[config.mk]
export PLATFORM = sky130hd
export DESIGN_NAME = thermostat_ctrl
export DESIGN_NICKNAME = d
export VERILOG_FILES = /design/src/rtl/thermostat_pkg.sv /design/src/rtl/thermostat_ctrl_residency_counter.sv /design/src/rtl/thermostat_ctrl.sv
export SDC_FILE = /design/constraint.sdc
export NUM_CORES = 1
export LEC_CHECK = 0
export ABC_AREA = 1
export CORE_AREA = 5 5 42 44
export DETAILED_ROUTE_END_ITERATION = 6
export DIE_AREA = 0 0 47 49
export GPL_ROUTABILITY_DRIVEN = 0
export GPL_TIMING_DRIVEN = 0
export RECOVER_POWER = 100
export SKIP_LAST_GASP = 1
export SYNTH_ARGS = -nofsm -noshare
export SYNTH_HDL_FRONTEND = slang
export SYNTH_HIERARCHICAL = 1
export SYNTH_SLANG_ARGS = --single-unit
[constraint.sdc]
create_clock -name clk -period 1.3 [get_ports clk]
set_clock_uncertainty 0.05 [all_clocks]
set_input_delay 0.26 -clock clk [delete_from_list [all_inputs] [get_ports clk]]
set_output_delay 0.26 -clock clk [all_outputs]
set_load 0.01 [all_outputs]
[src/rtl/thermostat_pkg.sv]
// Shared encodings and width helpers for the thermostat controller.
// Latency: n/a (types and constant functions only).
// Backpressure: n/a.
package thermostat_pkg;

  typedef enum logic [1:0] {
    ST_IDLE = 2'b00,
    ST_HEAT = 2'b01,
    ST_COOL = 2'b10
  } state_e;

  // bit 0 enables heating, bit 1 enables cooling
  typedef enum logic [1:0] {
    MODE_OFF       = 2'b00,
    MODE_HEAT_ONLY = 2'b01,
    MODE_COOL_ONLY = 2'b10,
    MODE_AUTO      = 2'b11
  } mode_e;

  // Bits needed to hold values 0..max_val; never less than one bit.
  function automatic int unsigned cnt_width(input int unsigned max_val);
    return (max_val < 2) ? 1 : $clog2(max_val + 1);
  endfunction

  function automatic int unsigned max_u(input int unsigned a, input int unsigned b);
    return (a > b) ? a : b;
  endfunction

endpackage

[src/rtl/thermostat_ctrl_residency_counter.sv]
// Saturating residency counter: counts cycles spent in the current state, cleared on a state change.
// Latency: 1 cycle (clr/rst take effect on the next rising edge).
// Backpressure: none; counts every cycle and holds at SAT.
// Ports: clk, rst (sync, active-high), clr (state is changing this edge), cnt (current residency).
module residency_counter #(
  parameter int unsigned W   = 2,
  parameter int unsigned SAT = 3
) (
  input  logic         clk,
  input  logic         rst,
  input  logic         clr,
  output logic [W-1:0] cnt
);

  localparam logic [W-1:0] SAT_V = W'(SAT);

  logic [W-1:0] cnt_q;
  logic [W-1:0] cnt_d;

  always_comb begin
    cnt_d = cnt_q;
    if (clr) begin
      cnt_d = '0;
    end else if (cnt_q != SAT_V) begin
      cnt_d = cnt_q + W'(1);
    end
  end

  always_ff @(posedge clk) begin
    if (rst) begin
      cnt_q <= '0;
    end else begin
      cnt_q <= cnt_d;
    end
  end

  assign cnt = cnt_q;

endmodule

[src/rtl/thermostat_ctrl.sv]
// Heating/cooling controller with hysteresis, minimum run/off times and a 4-way operating mode.
// Latency: 1 cycle; inputs sampled at an edge appear on the registered outputs after that edge.
// Backpressure: none; temperature and mode are sampled every cycle.
// Ports: clk, rst (sync, active-high), temperature (unsigned), mode (OFF/HEAT_ONLY/COOL_ONLY/AUTO),
//        heating, cooling, lockout (start blocked by off-time), state (IDLE/HEAT/COOL).
module thermostat_ctrl
  import thermostat_pkg::*;
#(
  parameter int unsigned TEMP_W      = 5,
  parameter int unsigned HEAT_ON     = 18,
  parameter int unsigned HEAT_OFF    = 20,
  parameter int unsigned COOL_ON     = 22,
  parameter int unsigned COOL_OFF    = 20,
  parameter int unsigned MIN_RUN_CYC = 4,
  parameter int unsigned MIN_OFF_CYC = 4
) (
  input  logic              clk,
  input  logic              rst,
  input  logic [TEMP_W-1:0] temperature,
  input  logic [1:0]        mode,
  output logic              heating,
  output logic              cooling,
  output logic              lockout,
  output logic [1:0]        state
);

  // Threshold ordering keeps heat and cool demands mutually exclusive.
  if (!(HEAT_ON <= HEAT_OFF && HEAT_OFF <= COOL_ON && COOL_OFF <= COOL_ON &&
        HEAT_ON < COOL_ON && MIN_RUN_CYC >= 1 && MIN_OFF_CYC >= 1)) begin : g_bad_params
    $error("thermostat_ctrl: illegal threshold or timing parameters");
  end

  localparam int unsigned CNT_SAT = max_u(MIN_RUN_CYC, MIN_OFF_CYC) - 1;
  localparam int unsigned CNT_W   = cnt_width(CNT_SAT);

  localparam logic [CNT_W-1:0]  RUN_LAST   = CNT_W'(MIN_RUN_CYC - 1);
  localparam logic [CNT_W-1:0]  OFF_LAST   = CNT_W'(MIN_OFF_CYC - 1);
  localparam logic [TEMP_W-1:0] HEAT_ON_T  = TEMP_W'(HEAT_ON);
  localparam logic [TEMP_W-1:0] HEAT_OFF_T = TEMP_W'(HEAT_OFF);
  localparam logic [TEMP_W-1:0] COOL_ON_T  = TEMP_W'(COOL_ON);
  localparam logic [TEMP_W-1:0] COOL_OFF_T = TEMP_W'(COOL_OFF);

  state_e           state_q, state_d;
  logic             heating_q, heating_d;
  logic             cooling_q, cooling_d;
  logic             lockout_q, lockout_d;
  logic [CNT_W-1:0] cnt;

  logic heat_en, cool_en;
  logic heat_dem, cool_dem;
  logic heat_rel, cool_rel;
  logic run_ok, off_ok;

  assign heat_en  = mode[0];
  assign cool_en  = mode[1];
  assign heat_dem = heat_en && (temperature < HEAT_ON_T);
  assign cool_dem = cool_en && (temperature > COOL_ON_T);
  assign heat_rel = (temperature >= HEAT_OFF_T);
  assign cool_rel = (temperature <= COOL_OFF_T);
  assign run_ok   = (cnt >= RUN_LAST);
  assign off_ok   = (cnt >= OFF_LAST);

  always_comb begin
    state_d = state_q;
    case (state_q)
      ST_IDLE: begin
        if (heat_dem && off_ok) begin
          state_d = ST_HEAT;
        end else if (cool_dem && off_ok) begin
          state_d = ST_COOL;
        end
      end
      // Losing the enable drops the drive at once, ignoring the minimum run time.
      ST_HEAT: begin
        if (!heat_en || (heat_rel && run_ok)) begin
          state_d = ST_IDLE;
        end
      end
      ST_COOL: begin
        if (!cool_en || (cool_rel && run_ok)) begin
          state_d = ST_IDLE;
        end
      end
      default: state_d = ST_IDLE;
    endcase

    heating_d = (state_d == ST_HEAT);
    cooling_d = (state_d == ST_COOL);
    lockout_d = (state_d == ST_IDLE) && (heat_dem || cool_dem) && !off_ok;
  end

  always_ff @(posedge clk) begin
    if (rst) begin
      state_q   <= ST_IDLE;
      heating_q <= 1'b0;
      cooling_q <= 1'b0;
      lockout_q <= 1'b0;
    end else begin
      state_q   <= state_d;
      heating_q <= heating_d;
      cooling_q <= cooling_d;
      lockout_q <= lockout_d;
    end
  end

  // Counter restarts on every state change so each state's residency begins at 0.
  residency_counter #(
    .W   (CNT_W),
    .SAT (CNT_SAT)
  ) u_residency_counter (
    .clk (clk),
    .rst (rst),
    .clr (state_d != state_q),
    .cnt (cnt)
  );

  assign heating = heating_q;
  assign cooling = cooling_q;
  assign lockout = lockout_q;
  assign state   = state_q;

endmodule

== Word-level counts from Yosys, hierarchy flattened ==
Cells that the tools add are included.
Cells by class
  add/subtract/negate cells: 1
  reductions and logical operators: 17
  muxes and demuxes: 5
  equal/unequal tests: 6
  order comparisons: 5
Operator list (number)
  $logic_and A1 B1 Y1: 8
  $mux W2: 4
  $pmux W2 S3: 1
  $ge A5 B5 Y1 const B: 1
  $gt A5 B5 Y1 const B: 1
  $le A5 B5 Y1 const B: 1
  $lt A5 B5 Y1 const B: 1
  $eq A2 B1 Y1 const B: 2
  $eq A2 B2 Y1 const B: 2
  $logic_not A2 Y1: 2
  $logic_not A1 Y1: 3
  $logic_or A1 B1 Y1: 3
  $add A2 B1 Y2 const B: 1
  $ge A2 B2 Y1 const B: 1
  $ne A2 B2 Y1: 1
  $ne A2 B2 Y1 const B: 1
  $reduce_or A2 Y1: 1
Storage, ports and cells
  input bits: 9
  register bits after elaboration: 7
  word-level logic and storage cells: 39
  output and inout port bits: 5

== Longest topological paths before layout ==
Gate-level depths: netlist (run 1).
  depth after elaboration: 9
  depth in mapped cells: 11
  mapped depth without buffers: 11

== Modules after synthesis ==
Netlist (run 1), hierarchy kept.
By module, submodules not included
  thermostat_ctrl: area each 339.1 sq um, cells an instance 53, times used 1, seq. area each 100.1 sq um
  residency_counter: area each 101.3 sq um, cells an instance 14, times used 1, seq. area each 40.0 sq um

== Worst setup path after synthesis (run 1) ==
No wires, ideal clock.
  kind: register to register
  from: reg state_q[0], in the netlist state[0]
  to: reg u_residency_counter.cnt_q[0], in the netlist u_residency_counter/cnt[0]
  path buffers: 0
  arrival: 1.161 ns
  data required time: 1.188 ns
  setup slack: 0.028 ns
  setup time: 0.062 ns
  period minus slack after synthesis: 1.272 ns
  stages on the path, launching flop included: 9
  cell sequence: dfxtp_1 > inv_1 > nor3_2 > nand2_2 > a21oi_1 > nand3_1 > nor2_2 > nand2_1 > nor2_2
Between the ends
  word-level cells in the longest chain between the ends: 5
  elaborated cells between the ends (all ways): 10
  classes of those cells: 3 x eq/ne; 5 x mux; 2 x reduce/logical
Ends and longest elaborated chain
  start: declaration: RTL line thermostat_ctrl.sv:43  | state_e state_q, state_d;
  start signal: assignment: RTL line thermostat_ctrl.sv:99  | state_q <= state_d;
  $mux W2: RTL line thermostat_ctrl.sv:69  | end else if (cool_dem && off_ok) begin
  $mux W2: RTL line thermostat_ctrl.sv:67  | if (heat_dem && off_ok) begin
  $pmux W2 S3: RTL line thermostat_ctrl.sv:65  | case (state_q)
  $ne A2 B2 Y1 *: RTL line thermostat_ctrl.sv:113  | .clr (state_d != state_q),
  $reduce_or A2 Y1 (no line) *
  end signal: assignment: RTL line thermostat_ctrl_residency_counter.sv:33  | cnt_q <= cnt_d;
  end: declaration: RTL line thermostat_ctrl_residency_counter.sv:17  | logic [W-1:0] cnt_q;
Mark *: on every way between the ends. The rest lies on a longest branch, timed or not.
A chain may end at the register's enable or synchronous reset.

== Worst setup path after layout (run 1) ==
  from: reg u_residency_counter.cnt_q[0], in the netlist u_residency_counter/cnt[0]
  to: reg u_residency_counter.cnt_q[0], in the netlist u_residency_counter/cnt[0]
Between the ends
  word-level cells in the longest chain between the ends: 7
  elaborated cells between the ends (all ways): 16
  classes of those cells: 1 x add/sub; 1 x order compare; 2 x eq/ne; 5 x mux; 7 x reduce/logical
Ends and longest elaborated chain (RTL line)
  $ge A2 B2 Y1: thermostat_ctrl.sv:60, thermostat_ctrl.sv:61
  $logic_and A1 B1 Y1 (on tied branches): thermostat_ctrl.sv:69, thermostat_ctrl.sv:75, thermostat_ctrl.sv:80
  $mux W2, or another cell as far along: thermostat_ctrl.sv:69
  $mux W2 (on tied branches): thermostat_ctrl.sv:67, thermostat_ctrl.sv:75, thermostat_ctrl.sv:80
  $pmux W2 S3: thermostat_ctrl.sv:65
  $ne A2 B2 Y1: thermostat_ctrl.sv:113
  $reduce_or A2 Y1 (no line)
Several ways; a longest one is shown, not always the timed one.

==> results of run 1 <==
flip-flops by register name, summed over array words and instances, names as in the netlist:
register / cells
cooling: 1
heating: 1
lockout: 1
state: 2
u_residency_counter/cnt: 2
cell type report:
cell class              instances  area, sq um
clock buffers                   4         26.3
fillers                       148          719
inverters                      11         41.3
multi-input cells              49          292
flip-flops and latches          7          146
well taps                      16         20.0
repair buffers                 17          156
cells in the final DEF, fill, tap and decap left out, drive strengths merged:
cell type,count
ha,1
o21bai,1
nor3,1
dlymetal6s2s,2
nor2,14
dfxtp,7
and3,1
nand3,4
clkbuf,4
dlygate4sd2,10
nand4,1
nand2,20
buf,4
a21oi,6
inv,11
clkdlybuf4s50,1
stage by stage:
step                      power [mW]  setup WS [ns]  TNS (ns)  hold WS (ns)
final                          0.702         0.0206         0         0.397
after global routing           0.763        -0.0894    -0.168         0.413
after CTS                      0.692        -0.0573    -0.108         0.503
after detailed placement       0.495         -0.446     -1.45         0.488
after global placement         0.490         -0.438     -1.47         0.481
after floorplan                0.423         0.0277         0         0.279
Yosys cell counts (all sizes together):
| library cell | count | area (sq um) |
|---|---|---|
| a21oi | 6 | 30.0 |
| and3 | 1 | 6.26 |
| dfxtp | 7 | 140 |
| ha | 1 | 12.5 |
| inv | 11 | 41.3 |
| nand2 | 20 | 82.6 |
| nand3 | 4 | 30.0 |
| nand4 | 1 | 6.26 |
| nor2 | 14 | 70.1 |
| nor3 | 1 | 10.0 |
| o21bai | 1 | 11.3 |
where the power goes:
| group | total (mW) | internal, mW | switching (mW) |
|---|---|---|---|
| logic | 0.230 | 0.0985 | 0.132 |
| registers | 0.276 | 0.248 | 0.0271 |
| clock network | 0.196 | 0.117 | 0.0789 |
kinds of logic (layout without fill, tap and decap cells):
| logic type | after synthesis | in the layout | share of synthesized area |
|---|---|---|---|
| flip-flops | 7 | 7 | 0.318 |
| buffers and inverters | 11 | 32 | 0.0938 |
| adder cells (fa/ha/maj) | 1 | 1 | 0.0284 |
| AND/OR/NAND/NOR | 41 | 41 | 0.466 |
| AO/OA/AOI/OAI | 7 | 7 | 0.0938 |
repair_timing:
action,CTS,global route
endpoints found under the setup margin,7,3
hold endpoints to repair,0,0
setup buffers,1,3
pin swaps,5,9
gates cloned,0,0
gates resized for setup,13,15
worst max path at each step:
stage / start / to / slack [ns]
after floorplan: state[0]$_SDFF_PP0_ / u_residency_counter/cnt[0]$_SDFFE_PP0P_ / 0.03
after global placement: temperature[4] / u_residency_counter/cnt[1]$_SDFFE_PP0P_ / -0.44
after detailed placement: temperature[4] / u_residency_counter/cnt[1]$_SDFFE_PP0P_ / -0.45
after CTS: mode[0] / u_residency_counter/cnt[1]$_SDFFE_PP0P_ / -0.06
after global routing: u_residency_counter/cnt[1]$_SDFFE_PP0P_ / u_residency_counter/cnt[1]$_SDFFE_PP0P_ / -0.09
final: u_residency_counter/cnt[0]$_SDFFE_PP0P_ / u_residency_counter/cnt[0]$_SDFFE_PP0P_ / 0.02
metal layers:
metal	routed length (um)	global-route usage
met5	0	0
met3	78	0.0185
met4	10	0.0691
met1	526	0.126
met2	525	0.138
critical path: stages (launching register included):
cell and delay (ns):
dfxtp_2 0.33, nand2_2 0.10, inv_1 0.08, nand2_1 0.08, nand2_2 0.07, a21oi_2 0.15, nand3_2 0.08, nor2_2 0.13
nand2_1 0.07, nor2_2 0.07
==> key figures, run 1 <==
Critical path
  • Type of origin of the critical path: flip-flop
  • Worst r2r dst: u_residency_counter/cnt[0]$_SDFFE_PP0P_
  • Setup crit end kind: flip-flop
  • Req. time, crit path: ~1.4 ns
  • Worst Path Arrival: between 1 and 1.5 ns
  • Register-to-Register Path Depth: 9
  • Kind of critical path: reg2reg
  • R2r startpoint: u_residency_counter/cnt[0]$_SDFFE_PP0P_
  • Worst-path fanout max: 3
  • Reg2reg setup slack: between 0.02 and 0.025 ns

Die
  • Row cnt: 14
  • Total core area: between 0.001 and 0.0015 sq mm
  • Initial Utilization: 0.314
  • Die Y: just under 50 um
  • Die area: roughly 0.0023 sq mm
  • Io pins: 14
  • Die outline width: between 40 and 50 um

Timing
  • Final Hold Vio Count: 0
  • Final Cycle Share: 0.984
  • Measured slew at the worst slew-check pin: approximately 0.25 ns
  • Fin crit period: 1.28 ns
  • Final slew viol count: 0
  • RSZ-0062 raised after global routing: yes
  • Final Setup Violations: 0
  • Normalized max-slew margin: 0.835
  • F_max: between 700 and 800 MHz

Place
  • Placed Cells incl. Taps: 96
  • Post-DP Area: between 500 and 600 sq um
  • HPWL Detailed: about 760 um
  • I/O Buffers: 13

Clock network
  • Max Root-Sink Buffers: 2
  • Clock tree from TritonCTS: built
  • Skew-Pair Late Insertion Delay: around 0.25 ns
  • Clk sink count: 7
  • Clk slew on worst S/H paths: roughly 0.05 ns
  • Num CTS Buffers: 3
  • CTS root buf: clkbuf_4
  • H-tree depth: 1
  • # hold bufs at CTS: 0

GRT
  • Pin count of the biggest net entering global routing: 7
  • Initial antenna violation count: 0
  • Vias in the first global route: between 400 and 500
  • Total Routing Usage GR: 0.0974
  • Gr ovfl total: 0
  • First-pass GRT wire length: 1670 um

Finish
  • Area growth syn-to-layout: 54.8%
  • Layout cells sized above 1: 0.398
  • Layout Utilization: 0.487
  • Ant. Diodes: 0
  • Post-route cell area: about 700 sq um
  • Final std cells w/o fill: around 100
  • Nets@finish: between 90 and 100

Synth
  • Post-Syn Area: between 400 and 500 sq um
  • Seq/Total Area, Yosys: 0.318
  • Register bit total from synthesis: 7
  • Yosys warns: 6
  • Mapped Nets: 77
  • Mapped Avg Cell Area: about 6.6 sq um
  • Number of library cell types mapped by synthesis: 16
  • Syn Inst Count: 67

Worst hold path
  • Hold-critical path depth: 5
  • Hold crit path type: in2reg
  • Hold_sp: mode[0]
  • Worst hold endpoint: state[0]$_SDFF_PP0_

Power and ir drop
  • Peak VDD IR: 697 uV
  • Leakage: approximately 0.36 nW
  • Power Density: 1030 mW/mm^2

Job
  • Maxcap violations: 0

Route
  • DRC: 0
  • DRT antenna net count: 0
  • Vias: roughly 470
  • Via/cell ratio: 4.55
  • WL/cell: ~11 um
  • DRT Pass-1 Iters: 3
  • DRT Wirelength: 1140 um
  • Initial drt markers: 2

Run status
  • Status: completed
Power figures use the tool's default switching activity.
==> run 2: changes to the inputs <==
--- a/config.mk
+++ b/config.mk
@@ -13,6 +13,7 @@
 export GPL_TIMING_DRIVEN = 0
 export RECOVER_POWER = 100
 export SKIP_LAST_GASP = 1
+export SLEW_MARGIN = 15
 export SYNTH_ARGS = -nofsm -noshare
 export SYNTH_HDL_FRONTEND = slang
 export SYNTH_HIERARCHICAL = 1
==> results of run 2 <==
No change in the layout: final DEF, timing and power equal those of run 1.
==> run 3: changes to the inputs <==
--- a/config.mk
+++ b/config.mk
@@ -13,7 +13,7 @@
 export GPL_TIMING_DRIVEN = 0
 export RECOVER_POWER = 100
 export SKIP_LAST_GASP = 1
-export SLEW_MARGIN = 15
+export SLEW_MARGIN = 20
 export SYNTH_ARGS = -nofsm -noshare
 export SYNTH_HDL_FRONTEND = slang
 export SYNTH_HIERARCHICAL = 1
==> constraint.sdc (replaced) <==
create_clock -name clk -period 1.43 [get_ports clk]
set_clock_uncertainty 0.05 [all_clocks]
set_input_delay 0.286 -clock clk [delete_from_list [all_inputs] [get_ports clk]]
set_output_delay 0.286 -clock clk [all_outputs]
set_load 0.01 [all_outputs]
==> run 3 against run 2 <==
Register-to-register slack improved by 0.08 ns. Routed wire length down 7.6%. Die area did not move. Sequential power shrank 11%. Sequential share of layout area down 0.49 points. Final cell count grew 0.96%. Combinational power fell by 12%. Critical path depth decreased by 1. First-iteration DRC count grew to 3.5 times the previous value. Clock-buffer cell count unchanged. Non-clock buffer count up 1. Critical path type is now in2reg. Critical endpoint is now u_residency_counter/cnt[1]$_SDFFE_PP0P_.
==> key figures, run 3 (synthesis results as in run 1) <==
Critical path
  • Worst-path fanout max: 4
  • Setup crit end kind: flip-flop
  • Req. time, crit path: 1.57 ns
  • Register-to-Register Path Depth: 9
  • Type of origin of the critical path: input port
  • Worst Path Arrival: 1.49 ns
  • R2r startpoint: u_residency_counter/cnt[0]$_SDFFE_PP0P_
  • Worst r2r dst: u_residency_counter/cnt[1]$_SDFFE_PP0P_
  • Reg2reg setup slack: 0.10 ns
  • Kind of critical path: in2reg

Die
  • Io pins: 14
  • Total core area: roughly 0.0014 sq mm
  • Die area: 0.00230 sq mm
  • Row cnt: 14
  • Die outline width: about 47 um
  • Die Y: between 40 and 50 um
  • Initial Utilization: 0.314

Route
  • Initial drt markers: 7
  • WL/cell: ~10 um
  • DRT Pass-1 Iters: 4
  • DRT antenna net count: 0
  • Via/cell ratio: 4.53
  • DRC: 0
  • Vias: ~480
  • DRT Wirelength: 1050 um

Finish
  • Post-route cell area: ~670 sq um
  • Area growth syn-to-layout: 51.7%
  • Ant. Diodes: 0
  • Most common cell after layout, fill and taps aside: nand2_1
  • Most frequent cells in the layout: nand2_1 (17), nor2_1 (9), inv_1 (7), dfxtp_1 (7), dlygate4sd2_1 (7)
  • Layout cells sized above 1: 0.315
  • Nets@finish: 100
  • Final std cells w/o fill: between 100 and 150

Worst hold path
  • Hold_sp: mode[0]
  • Worst hold endpoint: state[0]$_SDFF_PP0_
  • Hold-critical path depth: 5
  • Hold crit path type: in2reg

Power and ir drop
  • Leakage: 0.347 nW
  • Sequential group share of total power: 0.392
  • Peak VDD IR: roughly 630 uV
  • Sw Share: 0.326
  • Clock power share: 0.283
  • Combinational cell fraction of total power: 0.325
  • Internal Power: between 400 and 500 uW
  • Power Density: about 930 mW/mm^2
  • Switching pwr: roughly 200 uW

GRT
  • Initial antenna violation count: 0
  • First-pass GRT wire length: about 1600 um
  • Pin count of the biggest net entering global routing: 7
  • Gr ovfl total: 0
  • Vias in the first global route: approximately 430
  • Total Routing Usage GR: 0.0953
  • GR peak layer: met2
  • M3 GR Usage: 0.0185
  • Met2 usage: 0.129
  • GR Util met1: 0.128

Timing
  • Final Cycle Share: 0.945
  • Final slew viol count: 0
  • RSZ-0062 raised after global routing: yes
  • Final Hold Vio Count: 0
  • Final WS setup: roughly 0.079 ns
  • Final Setup Violations: 0
  • Measured slew at the worst slew-check pin: around 0.22 ns
  • Normalized max-slew margin: 0.854
  • F_max: around 740 MHz
  • Fin crit period: 1.35 ns

Clock network
  • Skew-Pair Late Insertion Delay: 0.25 ns
  • Clk slew on worst S/H paths: ~0.050 ns
  • Num CTS Buffers: 3
  • Max Root-Sink Buffers: 2
  • H-tree depth: 1
  • Clock tree from TritonCTS: built
  • Clk sink count: 7
  • CTS root buf: clkbuf_4
  • # hold bufs at CTS: 0

Place
  • HPWL Detailed: between 700 and 800 um
  • I/O Buffers: 13
  • Post-DP Area: about 590 sq um
  • Pre-CTS setup slack: -0.342 ns
  • Placed Cells incl. Taps: 96

Run status
  • Status: completed

Job
  • Maxcap violations: 0
-- run 3: changes by cell type in the layout (fill, tap and decap cells not counted), sizes merged --
cell | before | now
clkdlybuf4s50 | 1 | 2
clkdlybuf4s25 | 0 | 2
buf | 4 | 5
dlygate4sd2 | 10 | 7
-- run 3: critical path, cell delays in order --
cell             delay [ns]
clkdlybuf4s50_1        0.49
and3_1                 0.17
nand2_2                0.09
nand3_2                0.09
nand3_2                0.06
nor2_2                 0.13
nand2_1                0.07
nor2_2                 0.09
-- run 3: worst max-delay path by stage --
stage	endpoint	depth (start not counted)	from	slack [ns]
2_1_floorplan	u_residency_counter/cnt[0]$_SDFFE_PP0P_	8	state[0]$_SDFF_PP0_	0.16
3_3_place_gp	u_residency_counter/cnt[1]$_SDFFE_PP0P_	11	temperature[4]	-0.33
3_5_place_dp	u_residency_counter/cnt[1]$_SDFFE_PP0P_	11	temperature[4]	-0.34
4_1_cts	heating	1	heating$_SDFF_PP0_	0.002
5_1_grt	u_residency_counter/cnt[1]$_SDFFE_PP0P_	10	state[1]$_SDFF_PP0_	-0.05
6_report	u_residency_counter/cnt[1]$_SDFFE_PP0P_	8	mode[1]	0.08
-- run 3: timing repair --
item	in CTS	in global routing
hold endpoints to repair	0	0
gates resized for setup	7	9
setup endpoints to repair	5	4
pin swaps	2	10
buffers inserted	0	5
-- run 3: through the flow --
stage / TNS, ns / hold WS (ns) / util / power [mW]
final: 0 / 0.421 / 0.477 / 0.624
after global routing: -0.0768 / 0.431 / 0.477 / 0.681
after CTS: 0 / 0.497 / 0.434 / 0.628
after detailed placement: -0.787 / 0.488 / 0.421 / 0.450
after global placement: -0.779 / 0.481 / 0.421 / 0.445
after floorplan: 0 / 0.305 / - / 0.385
-- run 3: final cells by class --
class,instances,area [sq um]
clock buffers,4,26.3
well taps,16,20.0
flip-flops and latches,7,140
multi-input cells,49,277
fillers,144,733
repair buffers,18,164
inverters,11,41.3
-- run 3: power by group through the flow --
stage               combinational (mW)  sequential (mW)  clock [mW]
finish                           0.203            0.245       0.176
detailed placement               0.202            0.249           0
global route                     0.238            0.248       0.194
floorplan                        0.136            0.249           0
CTS                              0.197            0.244       0.186
global placement                 0.198            0.247           0
-- run 3: metal layers --
metal | part of all wire | vias up
li1 | - | 250
met1 | 0.48 | 205
met2 | 0.43 | 19
met3 | 0.081 | 2
met4 | 0.0095 | 0
met5 | 0 | -
